File: src/rtl/spad_ctrl.sv
// spad_ctrl: scratchpad sequencer/arbiter for microcode, block-read and maintenance access with registered array controls
module spad_ctrl (
  input  logic       clk_h,
  input  logic       reset_l,
  input  logic       uc_req_h,
  input  logic       uc_wr_h,
  input  logic [1:0] uc_bank_h,
  input  logic [3:0] uc_addr_h,
  input  logic [1:0] uc_size_h,
  input  logic       blk_start_h,
  input  logic [1:0] blk_bank_h,
  input  logic [3:0] blk_addr_h,
  input  logic [3:0] blk_cnt_h,
  output logic       uc_busy_h,
  output logic       blk_valid_h,
  output logic       blk_last_h,
  input  logic       mnt_req_h,
  input  logic       mnt_wr_h,
  input  logic [1:0] mnt_bank_h,
  input  logic [3:0] mnt_addr_h,
  output logic       mnt_ack_h,
  output logic       wsel_mnt_h,
  output logic [3:0] rspa_h,
  output logic       rcs_tmp_l,
  output logic       rcs_gpr_l,
  output logic       rcs_ipr_l,
  output logic [3:0] spw_l
);
  typedef enum logic [2:0] {IDLE, RD, WR_SU, WR_ST, BLK, MRD, MWR_SU, MWR_ST} state_t;
  state_t st, st_n;
  logic [3:0] a_n, m, m_n, c, c_n;
  logic [1:0] b, b_n;
  logic cs, strobe;
  // Next-state values drive both the state and the registered array controls.
  always_comb begin
    st_n = st;
    a_n = rspa_h;
    b_n = b;
    m_n = m;
    c_n = c;
    case (st)
      IDLE:
        if (blk_start_h) begin
          st_n = BLK;
          a_n = blk_addr_h;
          b_n = blk_bank_h;
          c_n = blk_cnt_h;
        end else if (uc_req_h) begin
          st_n = uc_wr_h ? WR_SU : RD;
          a_n = uc_addr_h;
          b_n = uc_bank_h;
          m_n = uc_size_h == 2'b00 ? 4'b0001 : uc_size_h == 2'b01 ? 4'b0011 : 4'b1111;
        end else if (mnt_req_h) begin
          st_n = mnt_wr_h ? MWR_SU : MRD;
          a_n = mnt_addr_h;
          b_n = mnt_bank_h;
          m_n = 4'b1111;
        end
      WR_SU:  st_n = WR_ST;
      MWR_SU: st_n = MWR_ST;
      BLK:
        if (c == 4'd0) st_n = IDLE;
        else begin
          c_n = c - 4'd1;
          a_n = rspa_h + 4'd1;
        end
      default: st_n = IDLE;
    endcase
    cs = st_n != IDLE;
    strobe = st_n == WR_ST || st_n == MWR_ST;
  end
  always_ff @(posedge clk_h) begin
    if (!reset_l) begin
      st <= IDLE;
      rspa_h <= 4'd0;
      b <= 2'd0;
      m <= 4'd0;
      c <= 4'd0;
      rcs_tmp_l <= 1'b1;
      rcs_gpr_l <= 1'b1;
      rcs_ipr_l <= 1'b1;
      spw_l <= 4'hF;
      uc_busy_h <= 1'b0;
      blk_valid_h <= 1'b0;
      blk_last_h <= 1'b0;
      mnt_ack_h <= 1'b0;
      wsel_mnt_h <= 1'b0;
    end else begin
      st <= st_n;
      rspa_h <= a_n;
      b <= b_n;
      m <= m_n;
      c <= c_n;
      rcs_tmp_l <= !(cs && b_n == 2'd0);
      rcs_gpr_l <= !(cs && b_n == 2'd1);
      rcs_ipr_l <= !(cs && b_n == 2'd2);
      spw_l <= strobe ? ~m_n : 4'hF;
      uc_busy_h <= cs;
      blk_valid_h <= st_n == BLK;
      blk_last_h <= st_n == BLK && c_n == 4'd0;
      mnt_ack_h <= st_n == MRD || st_n == MWR_ST;
      wsel_mnt_h <= st_n == MWR_SU || st_n == MWR_ST;
    end
  end
endmodule

File: config.mk
export PLATFORM = sky130hd
export DESIGN_NAME = spad_ctrl
export DESIGN_NICKNAME = d
export VERILOG_FILES = /design/src/rtl/spad_ctrl.sv
export SDC_FILE = /design/constraint.sdc
export NUM_CORES = 1
export LEC_CHECK = 0
export BUFFER_PORTS_ARGS = -buffer_cell sky130_fd_sc_hd__buf_2
export CAP_MARGIN = 0
export CORE_MARGIN = 4
export CORE_UTILIZATION = 47
export DETAILED_ROUTE_END_ITERATION = 12
export PLACE_DENSITY = 0.82
export SYNTH_ARGS = -nofsm -noshare
export SYNTH_HDL_FRONTEND = slang
export SYNTH_SLANG_ARGS = --single-unit
File: constraint.sdc
create_clock -name clk_h -period 2 [get_ports clk_h]
set_input_delay 0 -clock clk_h [delete_from_list [all_inputs] [get_ports clk_h]]
set_output_delay 0 -clock clk_h [all_outputs]
set_load 0.05 [all_outputs]
==> results of run 1 <==
-- placed cells by master, fill, tap and decap left out, types with 2 or more instances in the layout --
cell type,synthesis,final
nor4_1,2,2
a22oi_1,2,2
nand3_1,4,4
buf_4,0,7
clkbuf_4,0,5
nor2b_1,3,3
o21ai_0,7,7
dlygate4sd3_1,0,5
and2_1,3,3
nand2b_1,3,3
a21oi_1,9,9
bufinv_16,0,2
inv_1,7,7
a211oi_1,4,4
o211ai_1,2,2
nand3b_1,5,5
nand2_1,17,17
buf_2,3,46
nor2_1,19,19
dfxtp_1,29,28
ha_1,2,2
a221oi_1,3,3
nor3_1,5,5
mux2i_1,3,3
-- through the flow --
step	total power [mW]	area, um2	setup WS, ns	cells
after floorplan	1.226	1400	0.2138	160
after global placement	1.388	1680	0.1970	236
after detailed placement	1.401	1680	0.1160	236
after CTS	2.011	1833	0.07557	249
after global routing	2.131	1839	0.02588	249
final	2.007	1839	0.1813	249
-- layer usage --
metal,track usage (%),vias up,share of wire (%)
li1,-,691,-
met4,12.40,0,2.2
met2,31.56,43,49
met5,0,-,0
met3,6.115,7,7.0
met1,22.10,628,42
-- what timing repair did --
item,in CTS,in global routing
endpoints found under the setup margin,0,4
endpoints found under the hold margin,9,0
hold buffers,5,0
gates resized for setup,0,2
-- area by class of cell --
type	instances	share of cell area [%]
clock buffers	5	2.041
clock inverters	3	3.537
inverters	7	1.429
multi-input cells	116	41.16
flip-flops and latches	29	31.63
well taps	31	2.109
repair buffers	58	18.10
-- final timing paths --
path | end | slack (ns) | depth (start not counted)
hold reg to reg | spw_l[2]$_SDFF_PN1_ | 0.39 | 1
hold / removal | blk_last_h$_SDFF_PN0_ | 0.02 | 4
setup / recovery | blk_last_h$_SDFF_PN0_ | 0.18 | 6
setup reg to reg | blk_last_h$_SDFF_PN0_ | 0.18 | 6
-- power by group --
group / switching (mW) / internal, mW / leakage (nW) / total (mW)
Combinational: 0.418 / 0.267 / 0.533 / 0.685
Clock: 0.213 / 0.387 / 0.0552 / 0.600
Sequential: 0.0642 / 0.658 / 0.239 / 0.723
-- cells by family (layout without fill, tap and decap cells) --
group           Yosys count  after routing
simple gates             72             72
compound gates           38             38
flops                    29             29
buf+inv                  15             73
mux                       3              3
fa+ha+maj                 2              2
xor+xnor                  1              1
-- state kept, by name, indices dropped and copies added (netlist names), 2 cells and up --
| signal | flops |
|---|---|
| b | 2 |
| c | 4 |
| m | 4 |
| rspa_h | 4 |
| spw_l | 4 |
| st | 3 |
-- worst min-delay path, delay by kind of cell --
family	cells	cell delay (ns)
AO/OA/AOI/OAI	2	0.16
buffers and inverters	1	0.07
AND/OR/NAND/NOR	1	0.06
==> impl_results.md, run 1 <==
- Status: completed
- Post-synth EDFFs: 0
- Critical Path AT: 2.06 ns
- Starting DRT DRC Count: 50
- Cells after Synth: 160
- Worst Hold Class: input port to flop
- Min Tclk post-route: 1.819 ns
- Synth Flop Type: dfxtp_1
- Sequential-to-total area share from yosys stat: 41.47%
- Worst slew margin: 61.39%
- GR Overflow Total: 0
- Die width: 62.58 um
- Drt drc: 0
- Crit Path Max Fanout: 9
- Post-synth top area share: 41.47%
- Xor/xnor cell area share of the yosys netlist: 0.6256%
- Power Density: 1091 nW/um2
- Synth Area in Compound Gates: 20.29%
- Unrepaired setup endpoints after global routing: no
- Worst Setup SP: st[0]$_SDFF_PN0_
- Wire length per cell: 13.71 um
- All-Layer GR Usage: 19.49%
- Max-cap violations: 0
- Largest family of logic cells by synthesized area: simple AND/OR/NAND/NOR gates
- CP peak stage delay: 0.51 ns
- Initial antenna violation count: 0
- H-tree depth: 2
- Sequential Area: 581.8 um2
- WP data required: 2.24 ns
- Count of different cell masters after synthesis: 45
- RePlAce Congestion: 0.8832
- Hold wc startpoint: blk_cnt_h[2]
- Tcrit/Tclk final: 90.94%
- CP top delay family: simple AND/OR/NAND/NOR gates
- Mapped Avg Cell Area: 8.751 um2
- Nets: 250
- 1st-pass router iterations: 4
- Max-slew violations: 0
- Worst Setup Path Type: flop to flop
- Max VDD drop: 0.5795 mV
- Ys async rst share: 0%
- Area grow syn2layout: 31.37%
- Total Wirelength: 3.414 mm
- Post-CTS Setup Bufs: 0
- Die Area: 3916 um2
- Most numerous cell in the Yosys netlist: dfxtp_1
- Initial Util: 49.91%
- TritonCTS Buffers: 5
- Final setup viols: 0
- Clk slew on worst S/H paths: 0.09 ns
- Worst clock skew: 0.008765 ns
- Synthesis Warnings: 0
- Fmax: 0.5498 GHz
- Fillers: 250
- Share of layout cells above drive strength 1: 31.65%
- I/O pins: 47
- Die Ht: 62.58 um
- Min Hold Slack: 0.01912 ns
- PortBufs: 46
- Vias in the first global route: 1,383
- FP Rows: 19
- Post-Synth Simple-Gate Area: 28.87%
- CP bufs+invs: 1
- Cell Area, Synth: 1400 um2
- Placed wire-length estimate: 2.571 mm
- Critical Path Start Type: flop
- Critical Path End Type: flop
- Clk_lat worst skew: 0.33 ns
- Routed via count: 1,369
- Lkg Pwr: 0.8272 nW
- Finished Core Util: 65.57%
- First-pass GRT wire length: 6.072 mm
- Post-DRT Antenna Nets: 0
- #FFs+latches synth: 29
- Slew @ Worst Pin: 0.5779 ns
- CTS Root Cell: clkbuf_4
- Core box area: 2805 um2
- Antenna Cells: 0
- CP max stage cell: nor3b_1
- Crit Reg-Reg Startpoint: st[0]$_SDFF_PN0_
- Area leader, netlist: dfxtp_1
- CTS tree: built
- Synth Area in Adders: 1.787%
- Synthesized net count: 193
- TNS Setup: 0 ns
- CP Cell Sequence: buf_4 -> nor3b_1 -> nand2_1 -> nand2_1 -> o21ai_0 -> nor4_2
- Mux cell area share after synthesis: 2.145%
- Largest net degree at the start of global routing: 16
- Most used cell, CP: nand2_1
- Multi-input logic area: 757.0 um2
- Synth area leaders: dfxtp_1 41%, nor2_1 5.1%, nand2_1 4.6%
- Maximum root-to-sink buffer count: 2
- Clock sinks: 29
- Vias per inst: 5.498
- Final Hold Fails: 0
- Synth cell count leaders: 29 x dfxtp_1, 19 x nor2_1, 17 x nand2_1
(Power assumes the default switching activity.)
==> run 2: changes to the inputs <==
- clock period: 2 -> 2.1 ns (I/O delays scaled with it)
==> impl_results.md, run 2 (same netlist as run 1, synthesis figures left out) <==
- Status: completed
- Post-DRT Antenna Nets: 0 (unchanged)
- Drt drc: 0 (unchanged)
- CTS tree: built
- Crit Reg-Reg Startpoint: c[0]$_SDFF_PN0_
- WHS Endpoint: rspa_h[0]$_SDFFE_PN0P_
- Post-CTS resize count: 0 (unchanged)
- Initial antenna violation count: 0 (unchanged)
- Post-CTS Setup Bufs: 0 (unchanged)
- Final Hold Fails: 0 (unchanged)
- Worst Setup Path Type: flop to flop
- CTS Root Cell: clkbuf_4
- Min Tclk post-route: 1.925 ns (+0.1059 ns)
- Post-DP Area: 1658 um2 (-1.3%)
- CP max stage cell: a2111oi_4
- Core box area: 2805 um2 (unchanged)
- PortBufs: 46 (unchanged)
- All-Layer GR Usage: 17.48% (-2.0 points)
- Max-slew violations: 0 (unchanged)
- Critical Path End Type: flop
- Hold Path Stages: 3 (-1)
- Crit Path Max Fanout: 8 (-1)
- Initial Util: 49.91% (unchanged)
- WP data required: 2.32 ns (+0.08 ns)
- Critical Path AT: 2.14 ns (+0.08 ns)
- Routed via count: 1,343 (-1.9%)
- FP Rows: 19 (unchanged)
- Lkg Pwr: 0.7861 nW (-5.0%)
- Share of layout cells above drive strength 1: 29.30% (-2.3 points)
- Commonest non-fill, non-tap cells in the layout: 46 x buf_2, 29 x dfxtp_1, 19 x nor2_1, 17 x nand2_1, 9 x a21oi_1
- H-tree depth: 2 (unchanged)
- GR Overflow Total: 0 (unchanged)
- Worst Setup SP: c[0]$_SDFF_PN0_
- Nets: 247 (-1.2%)
- Power Density: 926.0 nW/um2 (-15%)
- Tcrit/Tclk final: 91.65% (+0.71 points)
- Total Wirelength: 3.229 mm (-5.4%)
- Fmax: 0.5196 GHz (-5.5%)
- Area grow syn2layout: 25.65%
- I/O pins: 47 (unchanged)
- Die Ht: 62.58 um (unchanged)
- Starting DRT DRC Count: 31 (-38%)
- Antenna Cells: 0 (unchanged)
- Wire length per cell: 13.13 um (-4.3%)
- Hold wc startpoint: blk_addr_h[0]
- Vias per inst: 5.459 (-0.70%)
- Critical Path Start Type: flop
- Fillers: 277 (+11%)
- CP peak stage delay: 0.49 ns (-0.02 ns)
- 1st-pass router iterations: 4 (unchanged)
- Die Area: 3916 um2 (unchanged)
- Worst clock skew: 0.006773 ns (-0.001992 ns)
- Clk slew on worst S/H paths: 0.08 ns (about the same)
- RePlAce Congestion: 0.8880 (+0.54%)
- Unrepaired setup endpoints after global routing: no
- Maximum root-to-sink buffer count: 2 (unchanged)
- First-pass GRT wire length: 5.464 mm (-10%)
- Clock sinks: 29 (unchanged)
- Pwr Total: 1.629 mW (-19%)
- Placed wire-length estimate: 2.440 mm (-5.1%)
- TNS Setup: 0 ns (unchanged)
- Final setup viols: 0 (unchanged)
- Most common cell after layout, fill and taps aside: buf_2
- Max VDD drop: 0.4901 mV (-15%)
- TritonCTS Buffers: 5 (unchanged)
- Worst slew margin: 65.97% (+4.6 points)
- Vias in the first global route: 1,288 (-6.9%)
- Worst Hold Class: input port to flop
- Die width: 62.58 um (unchanged)
- Max-cap violations: 0 (unchanged)
- CP Cell Sequence: inv_1 -> ha_1 -> and4bb_1 -> a2111oi_4 -> o21ai_0 -> a22oi_1 -> nor2_1
- Final Cell Area: 1759 um2 (-4.4%)
- RR Endpoint: rspa_h[2]$_SDFFE_PN0P_
- Flop-to-flop setup slack: 0.18 ns (about the same)
- Largest net degree at the start of global routing: 16 (unchanged)
- Slew @ Worst Pin: 0.5098 ns (-0.06811 ns)
- Clk_lat worst skew: 0.34 ns (about the same)
- Cells on worst reg2reg path: 7 (+1)
-- run 2: repair_timing --
item                                   4_1_cts  5_1_grt
setup endpoints to repair                    0        1
hold buffers                                 5        0
endpoints found under the hold margin       10        0
-- run 2: where the power goes --
part	switching [mW]	leakage [nW]	total, mW	internal [mW]
clock	0.191	0.0320	0.318	0.127
sequential	0.0632	0.238	0.689	0.626
combinational	0.386	0.516	0.621	0.236
-- run 2: layout make-up --
| cell class | instances | area (um2) | share of cell area (%) |
|---|---|---|---|
| sequential | 29 | 580.6 | 33.00 |
| inverter | 7 | 26.28 | 1.494 |
| clock buffer | 6 | 41.29 | 2.347 |
| multi-input combinational | 116 | 752.0 | 42.75 |
| clock inverter | 2 | 10.01 | 0.5690 |
| timing repair buffer | 55 | 310.3 | 17.64 |
| tap | 31 | 38.79 | 2.205 |
-- run 2: per-stage QoR --
stage | hold slack [ns] | std cells | setup WS, ns | util, %
5_1_grt | 0.02327 | 246 | 0.02929 | 62.71
6_report | 0.01241 | 246 | 0.1754 | 62.71
3_3_place_gp | 0.2822 | 233 | 0.2025 | 59.10
4_1_cts | 0.01315 | 246 | 0.1347 | 62.71
2_1_floorplan | 0.1730 | 160 | 0.3138 | -
3_5_place_dp | 0.2884 | 233 | 0.1385 | 59.10
-- run 2: critical path, delay by kind of cell (launching register included) --
kind	cells	cell delay [ns]
AOI/OAI and AO/OA	3	0.84
adders and majority gates	1	0.22
buffers and inverters	1	0.06
DFF	1	0.37
and+or+nand+nor	2	0.31
-- run 2: routing by layer --
metal | routed length, um | up-vias | part of all wire, % | global-route usage [%]
li1 | - | 685 | - | -
met1 | 1474 | 612 | 46 | 21.61
met2 | 1507 | 40 | 47 | 27.03
met3 | 201 | 6 | 6.2 | 6.475
met4 | 46 | 0 | 1.4 | 7.713
met5 | 0 | - | 0 | 0
-- run 2: worst max path at each step --
stage                             endpoint  slack [ns]
floorplan           rspa_h[2]$_SDFFE_PN0P_        0.31
global placement    rspa_h[2]$_SDFFE_PN0P_        0.20
detailed placement  rspa_h[2]$_SDFFE_PN0P_        0.14
CTS                 rspa_h[2]$_SDFFE_PN0P_        0.13
global route        rspa_h[2]$_SDFFE_PN0P_        0.03
finish              rspa_h[2]$_SDFFE_PN0P_        0.18
==> run 3: changes to the inputs <==
- MAX_ROUTING_LAYER: not set -> met4
==> impl_results.md, run 3 (same netlist as run 1, synthesis figures left out) <==
- Die Area: 3916 um2 (unchanged)
- Worst Setup Path Type: flop to flop
- Finished Core Util: 62.71% (unchanged)
- Status: completed
- Critical Path AT: 2.14 ns (about the same)
- Fillers: 277 (unchanged)
- Crit Path Max Fanout: 8 (unchanged)
- Maximum root-to-sink buffer count: 2 (unchanged)
- Dpl cells: 233 (unchanged)
- Final Cell Area: 1759 um2 (unchanged)
- Share of layout cells above drive strength 1: 29.30% (unchanged)
- Most common cell after layout, fill and taps aside: buf_2
- All-Layer GR Usage: 17.97% (+0.49 points)
- Wire length per cell: 13.19 um (+0.46%)
- Fmax: 0.5201 GHz (about the same)
- Post-CTS resize count: 0 (unchanged)
- Core box area: 2805 um2 (unchanged)
- Placed wire-length estimate: 2.440 mm (unchanged)
- Sequential Area: 580.6 um2 (unchanged)
- Min Tclk post-route: 1.923 ns (-0.001842 ns)
- Tcrit/Tclk final: 91.56% (about the same)
- Drt drc: 0 (unchanged)
- Max VDD drop: 0.4901 mV (about the same)
- 1st-pass router iterations: 4 (unchanged)
- I/O pins: 47 (unchanged)
- TritonCTS Buffers: 5 (unchanged)
- Critical Path Start Type: flop
- Clk_lat worst skew: 0.34 ns (about the same)
- First-pass GRT wire length: 5.471 mm (+0.13%)
- Unrepaired setup endpoints after global routing: no
- Vias per inst: 5.500 (+0.74%)
- Lkg Pwr: 0.7861 nW (unchanged)
- Largest net degree at the start of global routing: 16 (unchanged)
- DP Worst Slack: 0.1385 ns (unchanged)
- Pwr Total: 1.630 mW (about the same)
- Antenna Cells: 0 (unchanged)
- Final worst-path setup slack: 0.1772 ns (+0.001842 ns)
- Slew @ Worst Pin: 0.5125 ns (+0.002712 ns)
- Final Hold Fails: 0 (unchanged)
- RePlAce Congestion: 0.9029 (+1.7%)
- TNS Setup: 0 ns (unchanged)
- Area grow syn2layout: 25.65% (unchanged)
- FP Rows: 19 (unchanged)
- Die width: 62.58 um (unchanged)
- Worst clock skew: 0.006733 ns (-0.00003958 ns)
- Post-route insts no fill: 246 (unchanged)
- Starting DRT DRC Count: 30 (-3.2%)
- Vias in the first global route: 1,290 (+0.16%)
- Total Wirelength: 3.244 mm (+0.46%)
- Nets: 247 (unchanged)
- WP data required: 2.32 ns (about the same)
- CTS tree: built
- Commonest non-fill, non-tap cells in the layout: 46 x buf_2, 29 x dfxtp_1, 19 x nor2_1, 17 x nand2_1, 9 x a21oi_1
- Clk slew on worst S/H paths: 0.08 ns (about the same)
- Routed via count: 1,353 (+0.74%)
- Multi-input logic area: 752.0 um2 (unchanged)
- CTS Root Cell: clkbuf_4
- H-tree depth: 2 (unchanged)
- Worst Hold Class: input port to flop
- Worst slew margin: 65.78% (-0.18 points)
- PortBufs: 46 (unchanged)
- Min Hold Slack: 0.009975 ns (-0.002431 ns)
- Initial antenna violation count: 0 (unchanged)
- GR Overflow Total: 0 (unchanged)
- Die Ht: 62.58 um (unchanged)
- Critical Path End Type: flop
- Post-DP Area: 1658 um2 (unchanged)
- Post-DRT Antenna Nets: 0 (unchanged)
- Max-cap violations: 0 (unchanged)
- Power Density: 926.7 nW/um2 (about the same)
- Initial Util: 49.91% (unchanged)
- Final setup viols: 0 (unchanged)
- Max-slew violations: 0 (unchanged)
- Clock sinks: 29 (unchanged)
## run 3: cell counts in the layout (fill, tap and decap cells not counted)
Identical to the previous run, type by type.
## run 3: worst paths after layout
path,to,slack [ns],cells after the start,start
hold reg to reg,spw_l[3]$_SDFF_PN1_,0.41,1,m[3]$_SDFF_PN0_
setup / recovery,rspa_h[2]$_SDFFE_PN0P_,0.18,7,c[0]$_SDFF_PN0_
hold / removal,rspa_h[0]$_SDFFE_PN0P_,0.01,3,blk_addr_h[0]
setup reg to reg,rspa_h[2]$_SDFFE_PN0P_,0.18,7,c[0]$_SDFF_PN0_
## run 3: report_power, final
group          total [mW]  internal [mW]  switching (mW)  leakage, nW
clock network       0.320          0.127           0.193       0.0320
registers           0.689          0.626          0.0630        0.238
logic               0.621          0.236           0.386        0.516
total                1.63          0.989           0.642        0.786
## run 3: area by class of cell
| cell class | count | share of cell area, % |
|---|---|---|
| Clock inverter | 2 | 0.5690 |
| Timing Repair Buffer | 55 | 17.64 |
| Sequential cell | 29 | 33.00 |
| Inverter | 7 | 1.494 |
| Tap cell | 31 | 2.205 |
| Clock buffer | 6 | 2.347 |
| Multi-Input combinational cell | 116 | 42.75 |
## run 3: what timing repair did
item / CTS / global route
hold buffers: 5 / 0
setup buffers: 0 / 0
endpoints found under the hold margin: 10 / 0
setup endpoints to repair: 0 / 1
## run 3: critical path, cell delays in order (launching register included)
cell	delay, ns
dfxtp_1	0.37
inv_1	0.06
ha_1	0.22
and4bb_1	0.26
a2111oi_4	0.49
o21ai_0	0.18
a22oi_1	0.17
nor2_1	0.05
## run 3: layer usage
metal / vias to the layer above / track usage [%] / part of all wire (%)
met5: - / - / 0
met4: 0 / 7.713 / 1.0
met3: 6 / 6.475 / 7.8
met2: 54 / 27.03 / 47
met1: 607 / 21.61 / 45
li1: 686 / - / -
